[src/rtl/freq_gate_counter_if.sv]
// Signal bundle between the frequency-counter measurement core and its environment.
// The slave side is the measurement core; the master side drives sig_in and observes results.
interface freq_gate_counter_if;
    logic        sig_in;
    logic [15:0] bcd_out;
    logic        overflow;
    logic        valid;
    logic        gate_active;

    modport master (output sig_in, input bcd_out, overflow, valid, gate_active);
    modport slave  (input sig_in, output bcd_out, overflow, valid, gate_active);
endinterface

[src/rtl/freq_gate_counter.sv]
// Gated frequency measurement core: synchronises sig_in, counts its rising edges in four
// BCD decades over back-to-back windows of GATE_CYCLES clocks, and latches the result.
module freq_gate_counter #(
    parameter int GATE_CYCLES = 100000000,
    parameter int SYNC_STAGES = 2
) (
    input  logic              clk,
    input  logic              rst,
    freq_gate_counter_if.slave bus
);
    localparam int TW = (GATE_CYCLES > 2) ? $clog2(GATE_CYCLES) : 1;
    localparam logic [TW-1:0] TERMINAL = TW'(GATE_CYCLES - 1);

    logic [SYNC_STAGES-1:0] sync_q;
    logic                   delay_q;
    logic                   edge_det;
    logic [TW-1:0]          timer_q;
    logic                   terminal;
    logic                   gate_q;
    logic [3:0][3:0]        digit_q;
    logic [3:0][3:0]        digit_inc;
    logic [3:0][3:0]        count_next;
    logic                   all_nines;
    logic                   sat_edge;
    logic                   ovf_acc_q;
    logic                   ovf_now;
    logic [15:0]            bcd_q;
    logic                   ovf_q;
    logic                   valid_q;

    always_ff @(posedge clk or posedge rst) begin
        if (rst) begin
            sync_q  <= '0;
            delay_q <= 1'b0;
        end else begin
            sync_q  <= {sync_q[SYNC_STAGES-2:0], bus.sig_in};
            delay_q <= sync_q[SYNC_STAGES-1];
        end
    end

    assign edge_det = sync_q[SYNC_STAGES-1] & ~delay_q;

    always_ff @(posedge clk or posedge rst) begin
        if (rst) begin
            timer_q <= '0;
            gate_q  <= 1'b0;
        end else begin
            gate_q  <= 1'b1;
            timer_q <= terminal ? '0 : timer_q + TW'(1);
        end
    end

    assign terminal = (timer_q == TERMINAL);

    // Ripple the increment through the decades; a digit at 9 wraps and passes the carry on.
    always_comb begin
        logic carry;
        carry     = edge_det;
        all_nines = 1'b1;
        for (int d = 0; d < 4; d++) begin
            digit_inc[d] = digit_q[d];
            all_nines    = all_nines & (digit_q[d] == 4'd9);
            if (carry) begin
                if (digit_q[d] == 4'd9) begin
                    digit_inc[d] = 4'd0;
                end else begin
                    digit_inc[d] = digit_q[d] + 4'd1;
                    carry        = 1'b0;
                end
            end
        end
    end

    // At 9999 an edge must not wrap the count; it only raises the overflow.
    assign sat_edge   = edge_det & all_nines;
    assign count_next = sat_edge ? digit_q : digit_inc;
    assign ovf_now    = ovf_acc_q | sat_edge;

    always_ff @(posedge clk or posedge rst) begin
        if (rst) begin
            digit_q   <= '0;
            ovf_acc_q <= 1'b0;
        end else if (terminal) begin
            digit_q   <= '0;
            ovf_acc_q <= 1'b0;
        end else begin
            digit_q   <= count_next;
            ovf_acc_q <= ovf_now;
        end
    end

    // The closing window's result includes any edge arriving on the terminal cycle itself.
    always_ff @(posedge clk or posedge rst) begin
        if (rst) begin
            bcd_q   <= 16'h0000;
            ovf_q   <= 1'b0;
            valid_q <= 1'b0;
        end else begin
            valid_q <= terminal;
            if (terminal) begin
                bcd_q <= count_next;
                ovf_q <= ovf_now;
            end
        end
    end

    assign bus.bcd_out     = bcd_q;
    assign bus.overflow    = ovf_q;
    assign bus.valid       = valid_q;
    assign bus.gate_active = gate_q;
endmodule

[src/flat_wrapper.sv]
// flat-port wrapper written by rule: the top's interface ports become plain ports
module freq_gate_counter_flat 
#(
    parameter int GATE_CYCLES = 100000000,
    parameter int SYNC_STAGES = 2
)
  (clk, rst, bus_sig_in, bus_bcd_out, bus_overflow, bus_valid, bus_gate_active);
  freq_gate_counter_if bus_i ();
  input  logic clk;
  input  logic rst;
  input wire logic [$bits(bus_i.sig_in)-1:0] bus_sig_in;
  output wire logic [$bits(bus_i.bcd_out)-1:0] bus_bcd_out;
  output wire logic [$bits(bus_i.overflow)-1:0] bus_overflow;
  output wire logic [$bits(bus_i.valid)-1:0] bus_valid;
  output wire logic [$bits(bus_i.gate_active)-1:0] bus_gate_active;
  assign bus_i.sig_in = bus_sig_in;
  assign bus_bcd_out = bus_i.bcd_out;
  assign bus_overflow = bus_i.overflow;
  assign bus_valid = bus_i.valid;
  assign bus_gate_active = bus_i.gate_active;
  freq_gate_counter #(.GATE_CYCLES(GATE_CYCLES), .SYNC_STAGES(SYNC_STAGES)) u_core (.clk(clk), .rst(rst), .bus(bus_i));
endmodule
[config.mk]
export PLATFORM = sky130hd
export DESIGN_NAME = freq_gate_counter_flat
export DESIGN_NICKNAME = d
export VERILOG_FILES = /design/src/rtl/freq_gate_counter_if.sv /design/src/rtl/freq_gate_counter.sv /design/src/flat_wrapper.sv
export SDC_FILE = /design/constraint.sdc
export NUM_CORES = 1
export LEC_CHECK = 0
export ABC_AREA = 1
export CORE_MARGIN = 10
export CORE_UTILIZATION = 32
export CTS_BUF_LIST = sky130_fd_sc_hd__clkbuf_8
export DETAILED_ROUTE_END_ITERATION = 7
export MAX_ROUTING_LAYER = met4
export PLACE_DENSITY = 0.53
export SYNTH_ARGS = -nofsm -noshare
export SYNTH_HDL_FRONTEND = slang
export SYNTH_SLANG_ARGS = --single-unit
[constraint.sdc]
create_clock -name clk -period 2.7 [get_ports clk]
set_clock_uncertainty 0.15 [all_clocks]
set_input_delay 0.81 -clock clk [delete_from_list [all_inputs] [get_ports clk]]
set_output_delay 0.81 -clock clk [all_outputs]
set_load 0.03 [all_outputs]
==> results of run 1 <==
report_power, final:
group          switching, mW  total (mW)  internal (mW)
clock                  0.430       0.862          0.432
sequential            0.0488        1.08           1.03
combinational          0.152       0.234         0.0823
total                  0.630        2.18           1.54
through the flow:
| step | power (mW) | util | setup slack, ns | hold WS, ns |
|---|---|---|---|---|
| global route | 2.30 | 0.380 | 0.278 | 0.226 |
| detailed placement | 1.34 | 0.362 | 0.568 | 0.187 |
| floorplan | 1.28 | - | 0.0852 | 0.181 |
| CTS | 2.21 | 0.380 | 0.311 | 0.215 |
| global placement | 1.33 | 0.362 | 0.652 | 0.194 |
| finish | 2.18 | 0.380 | 0.348 | 0.210 |
registers in the layout, indices dropped and copies added (netlist names):
signal	flops
u_core.bus.bcd_out	16
u_core.bus.gate_active	1
u_core.bus.overflow	1
u_core.bus.valid	1
u_core.delay_q	1
u_core.digit_q	16
u_core.ovf_acc_q	1
u_core.sync_q	2
u_core.timer_q	27
final timing paths:
kind | to | cells past startpoint
hold / removal | u_core.sync_q[1]$_DFF_PP0_ | 0
min in group asynchronous | u_core.timer_q[5]$_DFF_PP0_ | 2
hold reg to reg | u_core.sync_q[1]$_DFF_PP0_ | 0
max in group asynchronous | u_core.bus.bcd_out[12]$_DFFE_PP0P_ | 3
setup / recovery | bus_bcd_out[1] | 1
setup reg to reg | u_core.digit_q[6]$_DFF_PP0_ | 7
cell type report:
| class | count | area share |
|---|---|---|
| Timing Repair Buffer | 22 | 0.0557 |
| Clock inverter | 7 | 0.0185 |
| Multi-Input combinational cell | 329 | 0.400 |
| Tap cell | 140 | 0.0423 |
| Inverter | 60 | 0.0544 |
| Sequential cell | 66 | 0.399 |
| Clock buffer | 9 | 0.0299 |
routing by layer:
metal / up-vias / GRT usage / part of all wire
li1: 1500 / - / -
met1: 1306 / 0.122 / 0.46
met2: 25 / 0.179 / 0.49
met3: 10 / 0.0302 / 0.027
met4: 0 / 0.0348 / 0.018
met5: - / - / 0
synth_stat cells, types with 2 or more instances:
cell type and instances:
inv_2 8, nand3_1 30, dfrtp_1 66, nand3_2 3
buf_6 3, xor2_1 14, nor3_1 9, inv_1 52
buf_2 2, nand2_1 140, o21ai_1 5, xnor2_1 3
nand4_2 2, nand4_1 8, nor2_2 10, nor2_8 2
nor2_1 53, nand2_2 6, a21oi_1 12, nor2_4 7
o21ai_0 15
placed cells by master, fill, tap and decap left out, types with 2 or more instances in the layout:
master           synthesis  layout
a21oi_1                 12      12
clkbuf_8                 0       9
clkdlybuf4s50_1          0      21
clkinvlp_4               0       2
dfrtp_1                 66      66
inv_1                   52      51
inv_2                    8       9
inv_6                    0       2
nand2_1                140     140
nand2_2                  6       6
nand3_1                 30      30
nand3_2                  3       3
nand4_1                  8       8
nand4_2                  2       2
nor2_1                  53      53
nor2_2                  10      10
nor2_4                   7       7
nor2_8                   2       2
nor3_1                   9       9
o21ai_0                 15      15
o21ai_1                  5       5
xnor2_1                  3       3
xor2_1                  14      14
kinds of logic after synthesis:
logic type / count (synthesis) / share of synthesized area
adder cells (fa/ha/maj): 1 / 0.00349
buffers and inverters: 66 / 0.0772
flip-flops: 66 / 0.461
AND/OR/NAND/NOR: 276 / 0.367
other: 1 / 0.00105
AO/OA/AOI/OAI: 34 / 0.0486
XOR/XNOR: 17 / 0.0416
==> metrics.md, run 1 <==
| Metric | Value |
|---|---|
| Hold-fix buffers at CTS | 0 |
| # IOs | 22 |
| Sequential area share after synthesis | 0.461 |
| Max Freq | 0.425 GHz |
| Worst path arrival time | 1.39 ns |
| Row cnt | 38 |
| Post CTS Setup Buffer Count | 0 |
| Data required, critical path | 1.74 ns |
| Ys async rst share | 1.00 |
| DR WL/cell | 12.2 um |
| Slowest cell on crit path | clkdlybuf4s50_1 |
| RSZ-0062 raised after global routing | false |
| Clock root cell | clkbuf_8 |
| Die Height | 126 um |
| Clk_lat worst skew | 0.35 ns |
| DRC violation count after routing | 0 |
| Prevailing post-synth register cell | dfrtp_1 |
| Yosys cell types | 32 |
| Initial DRC count | 96 |
| P per Cell Area | 526 nW/um^2 |
| Post_cts resized | 0 |
| H-tree Lvls | 3 |
| Mapped cell area | 3580 um^2 |
| HP Class | reg -> reg |
| Post-DP HPWL | 5580 um |
| Family with the most delay on the worst path | buffers and inverters |
| Critical Path Start | u_core.bus.bcd_out[1]$_DFFE_PP0P_ |
| Ys Warns | 0 |
| Final Cycle Share | 0.871 |
| Reg-to-Reg Start | u_core.timer_q[0]$_DFF_PP0_ |
| FF+latch count, synth | 66 |
| Port-buffer cells | 21 |
| R2R setup slack | 0.62 ns |
| Cell breakdown of the critical path | clkdlybuf4s50_1 |
| Inserted Clock Buffers | 9 |
| Startpoint types | register |
| CTS Sinks | 66 |
| Hold violation total from the final report | 0 |
| MaxCap Viol Count | 0 |
| CP max FO | 2 |
| CORE AREA | 10900 um^2 |
| Setup crit end kind | primary output |
| Fin area | 4140 um^2 |
| Gpl congestion | 0.843 |
| Largest net degree at the start of global routing | 53 |
| Avg Vias per Cell | 4.49 |
| Max-slew violations | 0 |
| Clk buf depth | 2 |
| CTS tree | yes |
| Drt pass-1 iters | 5 |
| Post-route ant nets | 0 |
| Buf/Inv on CP | 1 |
| Nets | 492 |
| Total gr overflow | 0 |
| Synth-to-layout area growth | 15.5% |
| Multi-input gate area | 1650 um^2 |
| Initial antenna violation count | 0 |
| WS Path Type | reg -> out |
| Tot GR Track Use | 0.107 |
| Syn_area_per_cell | 7.77 um^2 |
| Setup-failing EPs final | 0 |
| Outcome | complete, no violations |
| Vias in the first global route | 2933 |
| Layout cells sized above 1 | 0.124 |
| Die X | 126 um |
| Post-synth EDFFs | 0 |
| Total number of vias | 2841 |
| Critical path's largest stage delay | 0.68 ns |
| Post-DP Area | 3940 um^2 |
| Post-Syn Nets | 465 |
| Fill cells | 1151 |
| Cell total after placement | 617 |
| Static Leak | 1.99 nW |
| Post-synth top area cell | dfrtp_1 |
| Final min period | 2.35 ns |
| WL final | 7740 um |
| Post-Syn Instances | 461 |
| CTS clk-pin slew, worst paths | 0.08 ns |
| Maximum vdd drop | 0.324 mV |
| Die area | 15800 um^2 |
| Hold_sp | u_core.sync_q[0]$_DFF_PP0_ |
| Post-synth top area share | 0.461 |
| First-pass GRT wire length | 13900 um |
| Antenna cells | 0 |
| Initial Util | 0.329 |
| Reg area | 1650 um^2 |
| Synth top area cells | dfrtp_1, nand2_1, nor2_1 |
| Fin Setup TNS | 0 ns |
| Non-Filler Instances | 633 |
No activity file was read; power rests on OpenSTA's default activity.
==> run 2, diff against run 1 <==
- CAP_MARGIN: unset -> 10
- PLACE_DENSITY: 0.53 -> unset
==> metrics.md, run 2 (same netlist as run 1, synthesis figures left out) <==
| Metric | Value |
|---|---|
| DR WL/cell | 12.1 um (-1.1%) |
| Final setup margin | 0.330 ns (-0.0180 ns) |
| Nets | 492 (unchanged) |
| Drt pass-1 iters | 7 (+2) |
| CTS clk-pin slew, worst paths | 0.07 ns (about the same) |
| Layout cells sized above 1 | 0.118 (-0.00585) |
| Clk_lat worst skew | 0.36 ns (about the same) |
| H-tree Lvls | 3 (unchanged) |
| Die area | 15800 um^2 (unchanged) |
| GR Util met3 | 0.0268 (-0.00336) |
| Worst path arrival time | 1.41 ns (+0.02 ns) |
| HP Class | reg -> reg |
| Outcome | complete, no violations |
| First-pass GRT wire length | 13300 um (-4.3%) |
| Hold-fix buffers at CTS | 0 (unchanged) |
| Final min period | 2.37 ns (+0.0180 ns) |
| Most common cell after layout, fill and taps aside | nand2_1 |
| Total gr overflow | 0 (unchanged) |
| Family with the most delay on the worst path | buffers and inverters |
| R2R depth | 7 (unchanged) |
| Buf/Inv on CP | 1 (unchanged) |
| Post-DP HPWL | 5480 um (-1.9%) |
| Largest net degree at the start of global routing | 67 (+26%) |
| R2R setup slack | 0.60 ns (-0.02 ns) |
| Static Leak | 1.99 nW (-0.12%) |
| Most Crowded Layer GR | met2 |
| P per Cell Area | 503 nW/um^2 (-4.3%) |
| Place WS | 0.587 ns (+0.0182 ns) |
| CP max FO | 2 (unchanged) |
| Hold violation total from the final report | 0 (unchanged) |
| Cell breakdown of the critical path | clkdlybuf4s50_1 |
| Inserted Clock Buffers | 9 (unchanged) |
| WS Path Type | reg -> out |
| Avg Vias per Cell | 4.64 (+3.3%) |
| Post-DP Area | 3940 um^2 (unchanged) |
| CTS tree | yes |
| Hold endpoint | u_core.sync_q[1]$_DFF_PP0_ |
| Grt met1 use | 0.118 (-0.00419) |
| Max-slew violations | 0 (unchanged) |
| Port-buffer cells | 21 (unchanged) |
| Non-Filler Instances | 632 (-0.16%) |
| Gpl congestion | 0.882 (+4.7%) |
| Final Cycle Share | 0.878 (+0.00666) |
| Hold Crit Depth | 0 (unchanged) |
| Post CTS Setup Buffer Count | 0 (unchanged) |
| Critical path's largest stage delay | 0.69 ns (about the same) |
| Initial DRC count | 142 (+48%) |
| Die X | 126 um (unchanged) |
| Leading cell types in the layout, fill and taps excluded | nand2_1, dfrtp_1, inv_1, nor2_1, nand3_1 |
| WL final | 7650 um (-1.2%) |
| Max Freq | 0.422 GHz (-0.76%) |
| Top reg by flops | u_core.timer_q |
| Maximum vdd drop | 0.334 mV (+3.1%) |
| Reg-to-Reg Start | u_core.timer_q[0]$_DFF_PP0_ |
| Tot GR Track Use | 0.103 (-0.00393) |
| Final Util | 0.377 (-0.00264) |
| CORE AREA | 10900 um^2 (unchanged) |
| Slowest cell on crit path | clkdlybuf4s50_1 |
| Max reg flops | 27 (unchanged) |
| Reg2Reg Capture Point | u_core.digit_q[6]$_DFF_PP0_ |
| Fin Setup TNS | 0 ns (unchanged) |
| Hold_sp | u_core.sync_q[0]$_DFF_PP0_ |
| Vias in the first global route | 2905 (-0.95%) |
| Total number of vias | 2930 (+3.1%) |
| Cell total after placement | 617 (unchanged) |
| Clk buf depth | 2 (unchanged) |
| Initial antenna violation count | 0 (unchanged) |
| Data required, critical path | 1.74 ns (about the same) |
| CTS Sinks | 66 (unchanged) |
| Post-route ant nets | 0 (unchanged) |
| Setup crit end kind | primary output |
| Row cnt | 38 (unchanged) |
| Synth-to-layout area growth | 14.7% |
| Setup-failing EPs final | 0 (unchanged) |
| Startpoint types | register |
| Fin area | 4110 um^2 (-0.70%) |
| Met2 Usage GRT | 0.167 (-0.0120) |
| # IOs | 22 (unchanged) |
| Die Height | 126 um (unchanged) |
| Clock root cell | clkbuf_8 |
| MaxCap Viol Count | 0 (unchanged) |
| Overall Power | 2.07 mW (-5.0%) |
| DRC violation count after routing | 0 (unchanged) |
| RSZ-0062 raised after global routing | false |
| Fin Hold WS | 0.205 ns (-0.00496 ns) |
| Antenna cells | 0 (unchanged) |
| Post_cts resized | 0 (unchanged) |
| Initial Util | 0.329 (unchanged) |
==> run 2: cell count changes in the layout (fill, tap and decap cells not counted), sizes merged <==
cell / before / now
bufinv: 1 / 0
clkbuf: 9 / 11
clkinv: 2 / 1
clkinvlp: 2 / 1
==> run 2: final cells by class <==
type,count,area (um^2)
Fill cell,1103,6780
Timing Repair Buffer,22,230
Clock buffer,11,151
Sequential cell,66,1650
Inverter,60,225
Multi-Input combinational cell,329,1650
Clock inverter,4,20.0
Tap cell,140,175
==> run 2: metal layers <==
| layer | wire, um | up-vias |
|---|---|---|
| met1 | 3580 | 1377 |
| met3 | 263 | 16 |
| met5 | 0 | - |
| met2 | 3640 | 43 |
| li1 | - | 1494 |
| met4 | 166 | 0 |
==> run 2: how the worst max path moves through the flow <==
stage	slack [ns]	from	to	cells after the start
floorplan	0.09	rst	u_core.bus.bcd_out[0]$_DFFE_PP0P_	1
global placement	0.66	u_core.timer_q[0]$_DFF_PP0_	u_core.digit_q[6]$_DFF_PP0_	7
detailed placement	0.59	u_core.timer_q[0]$_DFF_PP0_	u_core.digit_q[6]$_DFF_PP0_	7
CTS	0.29	u_core.bus.bcd_out[10]$_DFFE_PP0P_	bus_bcd_out[10]	1
global route	0.24	u_core.bus.bcd_out[8]$_DFFE_PP0P_	bus_bcd_out[8]	1
finish	0.33	u_core.bus.bcd_out[8]$_DFFE_PP0P_	bus_bcd_out[8]	1
==> run 2: power by group <==
part | switching, mW | leakage [nW] | internal (mW)
sequential | 0.0498 | 0.892 | 1.03
combinational | 0.152 | 1.00 | 0.0824
clock | 0.382 | 0.0938 | 0.370
total | 0.584 | 1.99 | 1.48
